`src/rtl/multicycle_control.sv`:
```
`timescale 1ns/1ps
`default_nettype none
// ==== multicycle_control : FETCH/DECODE/EXEC/MEM/WB/HALT opcode sequencer ====
// ==== registered datapath strobes, data-memory req/ack with timeout | rev 1.0 ==
module multicycle_control #(
    parameter int OPWIDTH     = 3,
    parameter int MCODEBITS   = 5,
    parameter int HHBITS      = 2,
    parameter int MEM_TIMEOUT = 15
) (
    input  logic                 Clk,
    input  logic                 Reset,
    input  logic [MCODEBITS-1:0] instr,
    input  logic                 instr_valid,
    output logic                 instr_ready,
    input  logic                 mem_ack,
    output logic                 mem_req,
    output logic                 pc_en,
    output logic                 RegWrite,
    output logic                 MemWrite,
    output logic                 MemtoReg,
    output logic                 ALUSrc,
    output logic                 Branch,
    output logic [HHBITS-1:0]    How_high,
    output logic [OPWIDTH-1:0]   ALUOp,
    output logic                 halted,
    output logic                 timeout_err
);

    localparam int                   C_CNTW     = $clog2(MEM_TIMEOUT + 1);
    localparam logic [C_CNTW-1:0]    C_CNT_LAST = C_CNTW'(MEM_TIMEOUT - 1);
    localparam logic [C_CNTW-1:0]    C_CNT_MAX  = C_CNTW'(MEM_TIMEOUT);
    localparam logic [MCODEBITS-1:0] C_OP_STORE = MCODEBITS'(0);
    localparam logic [MCODEBITS-1:0] C_OP_ADD   = MCODEBITS'(1);
    localparam logic [MCODEBITS-1:0] C_OP_LOAD  = MCODEBITS'(2);
    localparam logic [MCODEBITS-1:0] C_OP_HALT  = {3'b110, {(MCODEBITS-3){1'b1}}};

    typedef enum logic [2:0] {
        S_FETCH  = 3'd0,
        S_DECODE = 3'd1,
        S_EXEC   = 3'd2,
        S_MEM    = 3'd3,
        S_WB     = 3'd4,
        S_HALT   = 3'd5
    } state_t;

    state_t               r_state;
    logic [MCODEBITS-1:0] r_op;
    logic [C_CNTW-1:0]    r_cnt;
    logic                 r_instr_ready;
    logic                 r_mem_req;
    logic                 r_pc_en;
    logic                 r_reg_write;
    logic                 r_mem_write;
    logic                 r_mem_to_reg;
    logic                 r_alu_src;
    logic                 r_branch;
    logic [HHBITS-1:0]    r_how_high;
    logic [OPWIDTH-1:0]   r_alu_op;
    logic                 r_halted;
    logic                 r_timeout_err;

    logic [1:0]           w_top2;
    logic [2:0]           w_top3;
    logic                 w_is_store;
    logic                 w_is_load;
    logic                 w_is_mem;
    logic                 w_is_alu;
    logic                 w_is_branch;
    logic                 w_is_halt;
    logic                 w_is_nop;
    logic [OPWIDTH-1:0]   w_alu_op;
    logic                 w_alu_src;
    logic                 w_mem_to_reg;
    logic                 w_branch;
    logic [HHBITS-1:0]    w_how_high;

    assign w_top2      = r_op[MCODEBITS-1 -: 2];
    assign w_top3      = r_op[MCODEBITS-1 -: 3];
    assign w_is_store  = (r_op == C_OP_STORE);
    assign w_is_load   = (r_op == C_OP_LOAD);
    assign w_is_mem    = w_is_store | w_is_load;
    assign w_is_alu    = (r_op == C_OP_ADD) | (w_top2 == 2'b01) | (w_top2 == 2'b10);
    assign w_is_branch = (w_top3 == 3'b111);
    assign w_is_halt   = (r_op == C_OP_HALT);
    assign w_is_nop    = ~(w_is_mem | w_is_alu | w_is_branch | w_is_halt);

    // Non-ALU opcodes leave the ALU in pass-through so the address path sees a+0.
    always_comb begin
        w_alu_op     = '1;
        w_alu_src    = 1'b0;
        w_mem_to_reg = w_is_load;
        w_branch     = w_is_branch;
        w_how_high   = '0;
        if (r_op == C_OP_ADD) begin
            w_alu_op = '0;
        end else if (w_is_alu) begin
            w_alu_op  = r_op[OPWIDTH-1:0];
            w_alu_src = (w_top2 == 2'b10);
        end
        if (w_is_branch) begin
            w_how_high = r_op[HHBITS-1:0];
        end
    end

    always_ff @(posedge Clk or negedge Reset) begin
        if (!Reset) begin
            r_state       <= S_FETCH;
            r_op          <= '0;
            r_cnt         <= '0;
            r_instr_ready <= 1'b0;
            r_mem_req     <= 1'b0;
            r_pc_en       <= 1'b0;
            r_reg_write   <= 1'b0;
            r_mem_write   <= 1'b0;
            r_mem_to_reg  <= 1'b0;
            r_alu_src     <= 1'b0;
            r_branch      <= 1'b0;
            r_how_high    <= '0;
            r_alu_op      <= '1;
            r_halted      <= 1'b0;
            r_timeout_err <= 1'b0;
        end else begin
            r_pc_en     <= 1'b0;
            r_reg_write <= 1'b0;
            case (r_state)
                S_FETCH: begin
                    if (r_instr_ready && instr_valid) begin
                        r_op          <= instr;
                        r_instr_ready <= 1'b0;
                        r_state       <= S_DECODE;
                    end else begin
                        r_instr_ready <= 1'b1;
                    end
                end
                S_DECODE: begin
                    r_alu_op     <= w_alu_op;
                    r_alu_src    <= w_alu_src;
                    r_mem_to_reg <= w_mem_to_reg;
                    r_branch     <= w_branch;
                    r_how_high   <= w_how_high;
                    // Branch/NOP strobe pc_en during EXEC, so it is armed here.
                    r_pc_en      <= w_is_branch | w_is_nop;
                    r_state      <= S_EXEC;
                end
                S_EXEC: begin
                    if (w_is_mem) begin
                        r_mem_req   <= 1'b1;
                        r_mem_write <= w_is_store;
                        r_cnt       <= '0;
                        r_state     <= S_MEM;
                    end else if (w_is_halt) begin
                        r_halted <= 1'b1;
                        r_state  <= S_HALT;
                    end else if (w_is_alu) begin
                        r_reg_write <= 1'b1;
                        r_pc_en     <= 1'b1;
                        r_state     <= S_WB;
                    end else begin
                        r_instr_ready <= 1'b1;
                        r_state       <= S_FETCH;
                    end
                end
                S_MEM: begin
                    if (mem_ack) begin
                        r_mem_req   <= 1'b0;
                        r_mem_write <= 1'b0;
                        r_pc_en     <= 1'b1;
                        if (w_is_store) begin
                            r_instr_ready <= 1'b1;
                            r_state       <= S_FETCH;
                        end else begin
                            r_reg_write <= 1'b1;
                            r_state     <= S_WB;
                        end
                    end else if (r_cnt == C_CNT_LAST) begin
                        r_timeout_err <= 1'b1;
                        r_mem_req     <= 1'b0;
                        r_mem_write   <= 1'b0;
                        r_cnt         <= C_CNT_MAX;
                        r_instr_ready <= 1'b1;
                        r_state       <= S_FETCH;
                    end else if (r_cnt != C_CNT_MAX) begin
                        r_cnt <= r_cnt + C_CNTW'(1);
                    end
                end
                S_WB: begin
                    r_instr_ready <= 1'b1;
                    r_state       <= S_FETCH;
                end
                S_HALT: begin
                    r_state <= S_HALT;
                end
                default: begin
                    r_instr_ready <= 1'b0;
                    r_state       <= S_FETCH;
                end
            endcase
        end
    end

    assign instr_ready = r_instr_ready;
    assign mem_req     = r_mem_req;
    assign pc_en       = r_pc_en;
    assign RegWrite    = r_reg_write;
    assign MemWrite    = r_mem_write;
    assign MemtoReg    = r_mem_to_reg;
    assign ALUSrc      = r_alu_src;
    assign Branch      = r_branch;
    assign How_high    = r_how_high;
    assign ALUOp       = r_alu_op;
    assign halted      = r_halted;
    assign timeout_err = r_timeout_err;

endmodule
`default_nettype wire

```
`config.mk`:
```
export PLATFORM = sky130hd
export DESIGN_NAME = multicycle_control
export DESIGN_NICKNAME = d
export VERILOG_FILES = /design/src/rtl/multicycle_control.sv
export SDC_FILE = /design/constraint.sdc
export NUM_CORES = 1
export LEC_CHECK = 0
export CELL_PAD_IN_SITES_DETAIL_PLACEMENT = 0
export CELL_PAD_IN_SITES_GLOBAL_PLACEMENT = 1
export CORE_UTILIZATION = 43
export DETAILED_ROUTE_END_ITERATION = 6
export PLACE_DENSITY = 0.88
export SYNTH_ARGS = -nofsm -noshare
export SYNTH_HDL_FRONTEND = slang
export SYNTH_SLANG_ARGS = --single-unit
```
`constraint.sdc`:
```
create_clock -name Clk -period 3.4 [get_ports Clk]
set_input_delay 0.34 -clock Clk [delete_from_list [all_inputs] [get_ports Clk]]
set_output_delay 0.34 -clock Clk [all_outputs]
set_load 0.05 [all_outputs]
```
# == Word level (Yosys, flattened, before mapping) ==
# Cells that the tools add are included.
# Widths: inputs -> output; s select.
# word_totals
regBits,27
input_bits,9
out_inout_bits,15
wordCells,101
# op_classes
addsub,1
n_eq_ne,22
mux,40
bitwise,11
n_reduce_logical,12
# op_table
operator,count
$mux 3,9
$mux 1,19
$mux 4,4
$pmux 3 s5,1
$ne 2x2->1 const B,6
$eq 3x3->1 const B,3
$ne 3x3->1 const B,3
$reduce_and 3->1,3
$pmux 4 s2,1
$or 1x1->1,7
$eq 3x2->1 const B,2
$pmux 1 s2,3
$reduce_and 6->1,1
$eq 5x1->1 const B,1
$eq 5x2->1 const B,1
$eq 5x5->1 const B,1
$logic_not 5->1,1
$pmux 1 s5,1
$add 4x1->4 const B,1
$eq 4x4->1 const B,1
$ne 4x4->1 const B,1
$not 1->1,4
$reduce_and 2->1,2
$reduce_and 4->1,1
9 further kinds,9

# == Depth between registers and ports, before layout ==
# Gate-level depths: netlist of run 1.
# depth
depth_word,9
mapped_depth,7
ltp_nobuf,7

# == Worst setup path after synthesis of run 1 ==
# Ideal clock, no wire load.
# synth_path
path_kind,register to register
start,register r_op[4]
end,register r_instr_ready (netlist: instr_ready)
setup_ns,0.128
arrival_ns,1.899
required_ns,3.272
path_slack_ns,1.374
stages_incl_launch_ff,8
n_path_buf,2
period_less_slack_ns,2.026
path_cell_list,dfrtp_1 > buf_6 > or4_1 > buf_2 > o211ai_2 > o41ai_2 > a311oi_2 > mux2_1
# synth_between
elab_chain_len,5
elab_cells_between_ends,14
classes_between,eq/ne (9); bitwise (3); reduce/logical (2)
# synth_lines
item,line,text
from (decl),48,logic [MCODEBITS-1:0] r_op;
from (signal assigned),129,r_op <= instr;
$eq 5x1->1 or $eq 2x1->1 (tied branches),83,assign w_is_alu = (r_op == C_OP_ADD) | (w_top2 == 2'b01) | (w_top2 == 2'b10);
$or 1x1->1 (2 in a row),83,
$ne 2x2->1 (no source line),--,
$reduce_and 6->1 (no source line) (*),--,
to (signal assigned),111,r_instr_ready <= 1'b0;
to (signal assigned),130,r_instr_ready <= 1'b0;
to (signal assigned),133,r_instr_ready <= 1'b1;
to (decl),50,logic r_instr_ready;
# Mark *: on every way between the ends. The rest lies on a longest branch, timed or not.
# A chain may end at the register's enable or synchronous reset.

# == Worst setup path in the final report of run 1 ==
# layout_path
start,register r_op[3]
end,register r_instr_ready (netlist: instr_ready)
# The elaborated chain is that of the path after synthesis.

==> qor_table.md, run 1 <==
| Step | Quantity | This run |
| --- | --- | --- |
| routing | Routed wl met3 | 82 um |
| global route | Pin count of the biggest net entering global routing | 28 |
| critical path | Required arrival time at the worst endpoint | 3.63 ns |
| place | Port buffer count | 23 |
| routing | First-pass iteration count of the detailed router | 4 |
| floorplanning | Num ports | 24 |
| pwr | Cell-internal power | 0.0007989 W |
| logic synthesis | Post-synthesis net count | 155 |
| timing | Final-report hold violation count | 0 |
| routing | DRC viols | 0 |
| timing | Worst slew margin relative to its limit | 30.50% |
| logic synthesis | Cells after Synth | 144 |
| pwr | Clock share of power | 9.2% |
| place | Routability congestion estimate | 0.8389 |
| final layout | ANT cells | 0 |
| logic synthesis | Post-synthesis simple-gate area fraction | 21.21% |
| timing | Final critical-path share of the clock period | 67.06% |
| routing | Average detailed-routed wire length per instance | 13.52 um |
| pwr | Power after layout | 0.001506 W |
| cts | CTS clk-pin slew, worst paths | 0.15 ns |
| floorplanning | Starting Density | 45.61% |
| timing | Clock period minus final worst setup slack | 2.280 ns |
| cts | CTS Buffer Depth | 2 |
| logic synthesis | Seq cells post-synth | 27 |
| routing | Violation count after the first detailed-route iteration | 51 |
| floorplanning | Die X-Extent | 59.14 um |
| global route | Overall overflow remaining after global route | 0 |
| timing | Pin slew with the least headroom to its limit | 1.033 ns |
| critical path | Top Family by Delay on Critical Path | simple AND/OR/NAND/NOR gates |
| global route | Via count of the first global-routing pass | 1057 |
| final layout | Footprint of the flip-flops and latches | 679.4 sq um |
| final layout | Multi-input gate area | 665.6 sq um |
| pwr | Leakage dissipation | 0.7269 nW |
| cts | CTS resizes | 0 |
| critical path | Critical path buffers and inverters | 0 |
| logic synthesis | Xor/xnor share of the synthesized area | 1.248% |
| routing | Overall via count from detail_route | 1113 |
| cts | Sinks on the clock net | 27 |
| cts | Latest clock arrival within the worst-skew pair | 0.32 ns |
| critical path | Crit path max-delay cell type | or4_1 |
| critical path | Worst-path cell chain | or4_1 > o211ai_2 > o41ai_2 > a311oi_2 > mux2_1 |
| cts | Cts-stage hold buffer count | 0 |
| pwr | Switching power of the nets | 0.0007073 W |
| floorplanning | Die area | 3498 sq um |
| logic synthesis | Fraction of the mapped netlist area in compound gates | 18.36% |
| pwr | Total power density per cell area | 900.3 nW/um^2 |
| place | Final HPWL from detailed placement | 1955 um |
| routing | Top sig layer | met4 |
| logic synthesis | Portion of the post-synthesis area used by sequential elements | 48.40% |
| timing | Final setup vio count | 0 |
| flow run | Max Cap Violations | 0 |
| pwr | Worst vdd ir | 436.9 uV |
| global route | Total GRT Usage | 18.21% |
| floorplanning | Std cell rows | 20 |
| timing | Fmax achieved | 438.6 MHz |
| cts | Postcts setup bufs | 0 |
| final layout | Layout cell share with drive strength beyond 1 | 10.56% |
| critical path | Class of the most critical setup path | flip-flop to flip-flop |
| cts | CTS tree | built |
| critical path | Startpoint type of the worst setup path | flip-flop |
| critical path | Worst stage delay on the critical path | 0.70 ns |
| global route | Number of antenna violations at the first check in global routing | 0 |
| timing | Total Neg Setup Slack | 0 ns |
| routing | Metal1 wirelength | 1442 um |
| routing | Routed Antenna Nets | 0 |
| global route | Global-route wire length before repair | 4836 um |
| timing | RSZ-0062 raised after global routing | no |
| pwr | Switching Share | 46.96% |
| logic synthesis | Adder-cell share of the synthesized area | 1.783% |
| logic synthesis | Synthesized area divided by synthesized cell count | 9.749 sq um |
| status | Result of the run | finished clean |
| critical path | Largest fanout on the critical path | 11 |
| floorplanning | Floorplan core area | 3078 sq um |
| routing | Routed vias/inst | 5.429 |
| cts | Clk Tree Root Cell | clkbuf_4 |
| timing | Number of pins exceeding their max-slew limit in the final report | 0 |
| critical path | Data arrival, critical path | 2.51 ns |
| final layout | Synth-to-layout area growth | 19.16% |
| final layout | Final Net Count | 173 |
| critical path | Kind of capture point of the worst setup path | flip-flop |
| logic synthesis | Combinational family with the most area after synthesis | simple AND/OR/NAND/NOR gates |
| logic synthesis | Synthesis warning total | 0 |
| cts | Number of buffers inserted during clock tree synthesis | 3 |
| logic synthesis | Number of different library cells in the post-synthesis netlist | 42 |
| pwr | Share of power burned in registers | 40.1% |
| routing | Met2 WL | 1229 um |
| logic synthesis | Area of the mapped netlist | 1404 sq um |
| timing | Worst clock skew on the final layout | 0.005485 ns |
| timing | Worst-case setup margin in the final layout | 1.120 ns |
| final layout | Fill cell instance count of the final layout | 311 |
| place | Worst-case setup slack after placement | 1.151 ns |
| cts | Number of H-tree levels | 1 |
| floorplanning | Die height | 59.14 um |
| worst hold path | Hold Crit Class | input pin to asynchronous set/reset pin |
| pwr | Share of power burned in combinational logic | 50.7% |
| routing | Post-Route WL | 2772 um |
| logic synthesis | Multiplexer fraction of the synthesized cell area | 4.813% |
flip-flops by register name (all words and copies together) (netlist names):
signal / flops
halted: 1
Branch: 1
instr_ready: 1
timeout_err: 1
MemtoReg: 1
r_cnt: 4
r_op: 5
RegWrite: 1
ALUOp: 3
ALUSrc: 1
MemWrite: 1
r_state: 3
mem_req: 1
pc_en: 1
How_high: 2
Yosys cell counts:
cell	count	area share [%]
a21o_1	4	2.1
a21oi_1	5	1.8
a22o_1	4	2.5
a311oi_2	1	1.1
a31oi_1	1	0.45
a41oi_1	1	0.62
and2_0	1	0.45
and2_1	1	0.45
and3_1	1	0.45
and4b_1	1	0.71
buf_2	2	0.71
buf_6	1	0.80
clkbuf_1	8	2.1
dfrtp_1	24	43
dfstp_2	3	5.6
ha_1	2	1.8
inv_1	2	0.53
mux2_1	1	0.80
mux2_2	5	4.0
nand2_1	13	3.5
nand2b_1	6	2.7
nand3_1	2	0.71
nand3b_1	2	1.1
nand4_1	2	0.89
nor2_1	17	4.5
nor2b_1	3	1.3
nor3_1	3	1.1
nor3b_1	2	1.1
nor4_1	1	0.45
o211ai_1	1	0.53
o211ai_2	1	0.89
o21a_1	1	0.53
o21ai_0	8	2.9
o22ai_1	2	0.89
o2bb2ai_1	2	1.2
o31ai_1	2	1.1
o32ai_1	1	0.62
o41ai_2	1	1.2
or2_2	1	0.45
or3_1	2	0.89
or4_1	1	0.53
xnor2_1	2	1.2
layout by cell type (no fill, tap or decap), types with 2 or more instances in the layout:
cell | synthesis | final
dfrtp_1 | 24 | 24
clkdlybuf4s50_1 | 0 | 23
nor2_1 | 17 | 17
nand2_1 | 13 | 13
o21ai_0 | 8 | 8
nand2b_1 | 6 | 6
a21oi_1 | 5 | 5
mux2_2 | 5 | 5
a22o_1 | 4 | 4
a21o_1 | 4 | 4
dfstp_2 | 3 | 3
nor3_1 | 3 | 3
nor2b_1 | 3 | 3
clkbuf_4 | 0 | 3
xnor2_1 | 2 | 2
inv_1 | 2 | 2
o31ai_1 | 2 | 2
nand3_1 | 2 | 2
o2bb2ai_1 | 2 | 2
or3_1 | 2 | 2
o22ai_1 | 2 | 2
nand4_1 | 2 | 2
nand3b_1 | 2 | 2
nor3b_1 | 2 | 2
ha_1 | 2 | 2
per-layer routing:
layer	vias to the layer above	GRT usage, %
met2	24	28.08
li1	549	-
met5	-	0
met1	538	26.16
met4	0	7.143
met3	2	2.183
final timing paths:
| kind | start | to | slack, ns | cells after the start |
|---|---|---|---|---|
| max in group asynchronous | Reset | ALUOp[1] | 2.74 | 2 |
| setup / recovery | r_op[3] | instr_ready | 1.12 | 5 |
| min in group Clk | timeout_err | timeout_err | 0.47 | 1 |
| setup reg to reg | r_op[3] | instr_ready | 1.12 | 5 |
| hold / removal | Reset | r_op[1] | 0.36 | 2 |
| hold reg to reg | timeout_err | timeout_err | 0.47 | 1 |
power by group through the flow:
stage                     combinational (W)  clock (W)  sequential (W)
after global placement             0.000754          0        0.000601
after detailed placement           0.000766          0        0.000608
final                              0.000764   0.000139        0.000603
after global routing               0.000827   0.000158        0.000628
after CTS                          0.000769   0.000148        0.000601
after floorplan                    0.000431          0        0.000746
worst register-to-register path, cell delays in order, from the launching register on:
cell and delay [ns]:
dfrtp_1 0.51, or4_1 0.70, o211ai_2 0.21, o41ai_2 0.12, a311oi_2 0.29, mux2_1 0.35
stage by stage:
step / area [sq um] / util (%) / hold slack [ns] / instances
4_1_cts: 1673 / 54.35 / 0.3561 / 205
6_report: 1673 / 54.35 / 0.3564 / 205
3_5_place_dp: 1645 / 53.46 / 0.4476 / 201
5_1_grt: 1673 / 54.35 / 0.3848 / 205
3_3_place_gp: 1645 / 53.46 / 0.4412 / 201
2_1_floorplan: 1404 / - / 0.04441 / 144
area by class of cell:
cell class                      count  area share, %
Clock inverter                      1         0.2992
Timing Repair Buffer               24          14.21
Clock buffer                        3          1.346
Inverter                            2         0.4488
Multi-Input combinational cell    104          39.79
Tap cell                           44          3.291
Sequential cell                    27          40.61
cells by family after synthesis:
family | after synthesis
and+or+nand+nor | 59
AOI/OAI and AO/OA | 35
DFF | 27
buffers and inverters | 13
muxes | 6
xor gates and xnor gates | 2
adders and majority gates | 2
Power figures use the tool's default switching activity.
==> run 2: changes to the inputs <==
--- a/config.mk
+++ b/config.mk
@@ -7,9 +7,9 @@
 export LEC_CHECK = 0
 export CELL_PAD_IN_SITES_DETAIL_PLACEMENT = 0
 export CELL_PAD_IN_SITES_GLOBAL_PLACEMENT = 1
-export CORE_UTILIZATION = 43
+export CORE_UTILIZATION = 40
 export DETAILED_ROUTE_END_ITERATION = 6
-export PLACE_DENSITY = 0.88
+export PLACE_DENSITY = 0.83
 export SYNTH_ARGS = -nofsm -noshare
 export SYNTH_HDL_FRONTEND = slang
 export SYNTH_SLANG_ARGS = --single-unit
==> constraint.sdc (replaced) <==
create_clock -name Clk -period 2.3 [get_ports Clk]
set_input_delay 0.23 -clock Clk [delete_from_list [all_inputs] [get_ports Clk]]
set_output_delay 0.23 -clock Clk [all_outputs]
set_load 0.05 [all_outputs]
==> run 2 against run 1 <==
Count of clock-buffer cells in the layout rose by 1. Clock power rose by 51%. Sequential cell count did not move. Highest routed layer unchanged. Hold slack got worse by 0.12 ns. Critical path type unchanged. Routed wire length rose by 5.5%. Final area rose by 2.3%. Critical path depth did not move. Utilization fell by 3.1 points.
==> qor_table.md, run 2 (synthesis results as in run 1) <==
| Step | Quantity | This run | vs previous |
| --- | --- | --- | --- |
| final layout | Layout cell share with drive strength beyond 1 | 12.65% | +2.1 points |
| pwr | Worst vdd ir | 692.1 uV | +58% |
| routing | Routed vias/inst | 5.217 | -3.9% |
| worst hold path | Hold Crit Class | input pin to asynchronous set/reset pin |  |
| cts | Sinks on the clock net | 27 | unchanged |
| critical path | Kind of capture point of the worst setup path | flip-flop |  |
| final layout | Flip-flop count of the largest register after layout | 5 | unchanged |
| critical path | Critical path buffers and inverters | 0 | unchanged |
| cts | Cts-stage hold buffer count | 0 | unchanged |
| critical path | Crit path max-delay cell type | or4_1 |  |
| final layout | Synth-to-layout area growth | 21.93% |  |
| global route | Total GRT Usage | 18.15% | -0.062 points |
| global route | Global-route wire length before repair | 4981 um | +3.0% |
| global route | GR Util met3 | 2.521% | +0.34 points |
| final layout | Most common library cell in the layout ignoring fill and taps | dfrtp_1 |  |
| status | Result of the run | finished clean |  |
| final layout | Largest regs | r_op: 5 flops, r_cnt: 4 flops |  |
| floorplanning | Floorplan core area | 3337 sq um | +8.4% |
| place | Routability congestion estimate | 0.8833 | +5.3% |
| cts | Postcts setup bufs | 0 | unchanged |
| cts | CTS resizes | 0 | unchanged |
| routing | DRC viols | 0 | unchanged |
| final layout | Register containing the most flip-flops in the final layout | r_op |  |
| global route | Overall overflow remaining after global route | 0 | unchanged |
| cts | CTS tree | built |  |
| critical path | Startpoint type of the worst setup path | flip-flop |  |
| cts | Number of H-tree levels | 1 | unchanged |
| final layout | Core utilization of the finished layout | 51.29% | -3.1 points |
| routing | First-pass iteration count of the detailed router | 4 | unchanged |
| cts | CTS Buffer Depth | 2 | unchanged |
| timing | Final setup vio count | 0 | unchanged |
| timing | Worst-case setup margin in the final layout | 0.3344 ns | -0.7856 ns |
| timing | Final-report hold violation count | 0 | unchanged |
| floorplanning | Die area | 3750 sq um | +7.2% |
| place | Worst-case setup slack after placement | 0.3283 ns | -0.8225 ns |
| cts | CTS clk-pin slew, worst paths | 0.15 ns | about the same |
| global route | Via count of the first global-routing pass | 1084 | +2.6% |
| global route | Global-route layer with the greatest usage | met2 |  |
| critical path | R2R setup slack | 0.33 ns | -0.79 ns |
| critical path | Required arrival time at the worst endpoint | 2.53 ns | -1.10 ns |
| routing | Overall via count from detail_route | 1106 | -0.63% |
| critical path | Worst-path cell chain | or4_1 > o211ai_2 > o41ai_2 > a311oi_2 > mux2_1 |  |
| global route | Met2 layer usage reported by global route | 27.48% | -0.60 points |
| global route | Number of antenna violations at the first check in global routing | 0 | unchanged |
| timing | Total Neg Setup Slack | 0 ns | unchanged |
| timing | Worst slew margin relative to its limit | 62.44% | +32 points |
| critical path | Largest fanout on the critical path | 3 | -8 |
| routing | Average detailed-routed wire length per instance | 13.79 um | +2.0% |
| routing | Post-Route WL | 2924 um | +5.5% |
| critical path | Top Family by Delay on Critical Path | simple AND/OR/NAND/NOR gates |  |
| cts | Number of buffers inserted during clock tree synthesis | 3 | unchanged |
| final layout | Fill cell instance count of the final layout | 338 | +8.7% |
| final layout | Non-filler cells, final | 212 | +3.4% |
| timing | Number of pins exceeding their max-slew limit in the final report | 0 | unchanged |
| routing | Routed Antenna Nets | 0 | unchanged |
| timing | Fmax achieved | 508.7 MHz | +16% |
| routing | Violation count after the first detailed-route iteration | 21 | -59% |
| cts | Latest clock arrival within the worst-skew pair | 0.33 ns | about the same |
| place | Cell count after placement | 208 | +3.5% |
| pwr | Leakage dissipation | 0.7482 nW | +2.9% |
| floorplanning | Die X-Extent | 61.24 um | +3.6% |
| timing | Clock period minus final worst setup slack | 1.966 ns | -0.3144 ns |
| timing | Worst clock skew on the final layout | 0.007942 ns | +0.002457 ns |
| flow run | Max Cap Violations | 0 | unchanged |
| floorplanning | Std cell rows | 21 | +5.0% |
| timing | Pin slew with the least headroom to its limit | 0.5617 ns | -0.4713 ns |
| place | Port buffer count | 23 | unchanged |
| floorplanning | Starting Density | 42.07% | -3.5 points |
| critical path | Data arrival, critical path | 2.20 ns | -0.31 ns |
| critical path | Class of the most critical setup path | flip-flop to flip-flop |  |
| global route | Pin count of the biggest net entering global routing | 16 | -43% |
| final layout | Final Net Count | 178 | +2.9% |
| place | Final HPWL from detailed placement | 2156 um | +10% |
| timing | RSZ-0062 raised after global routing | no |  |
| final layout | ANT cells | 0 | unchanged |
| global route | Global-route track usage on met1 | 25.40% | -0.76 points |
| floorplanning | Num ports | 24 | unchanged |
| cts | Clk Tree Root Cell | clkbuf_4 |  |
| pwr | Total power density per cell area | 1340 nW/um^2 | +49% |
| floorplanning | Die height | 61.24 um | +3.6% |
| timing | Final critical-path share of the clock period | 85.46% | +18 points |
| critical path | Worst stage delay on the critical path | 0.57 ns | -0.13 ns |
| final layout | Most frequent cells in the layout | dfrtp_1 (24), clkdlybuf4s50_1 (23), nor2_1 (17) |  |
run 2: worst reg2reg max path: cells and delay by family, from the launching register on:
family	cells	cell delay (ns)
and+or+nand+nor	1	0.57
AOI/OAI and AO/OA	3	0.56
DFF	1	0.40
muxes	1	0.34
run 2: final timing paths:
check,startpoint,to,depth (start not counted)
max in group asynchronous,Reset,r_op[0],2
max,r_op[2],instr_ready,5
max reg2reg,r_op[2],instr_ready,5
min in group Clk,timeout_err,timeout_err,1
min reg2reg,timeout_err,timeout_err,1
min,Reset,r_cnt[0],1
run 2: metal layers:
layer | vias to the layer above | wire (um)
met5 | - | 0
met4 | 0 | 55
met3 | 5 | 61
met2 | 14 | 1300
met1 | 532 | 1506
li1 | 555 | -
run 2: area by class of cell:
type	count	area (sq um)	share of cell area [%]
clock buffers	4	26.28	1.535
multi-input cells	104	665.6	38.89
inverters	2	7.507	0.4386
flip-flops and latches	27	679.4	39.69
well taps	46	57.56	3.363
repair buffers	29	275.3	16.08
run 2: where the power goes:
| part | internal, W | total [W] | switching, W | leakage [nW] |
|---|---|---|---|---|
| combinational | 0.000503 | 0.00124 | 0.000739 | 0.397 |
| clock | 0.0000680 | 0.000210 | 0.000142 | 0.0150 |
| sequential | 0.000661 | 0.000842 | 0.000181 | 0.337 |
run 2: stage by stage:
step                      hold slack [ns]  total power, W  instance area [sq um]
after floorplan                  -0.06559        0.001739                   1404
after global placement             0.4423        0.002071                   1685
after detailed placement           0.4480        0.002096                   1685
after CTS                          0.2528        0.002306                   1712
after global routing               0.2741        0.002453                   1712
final                              0.2382        0.002294                   1712
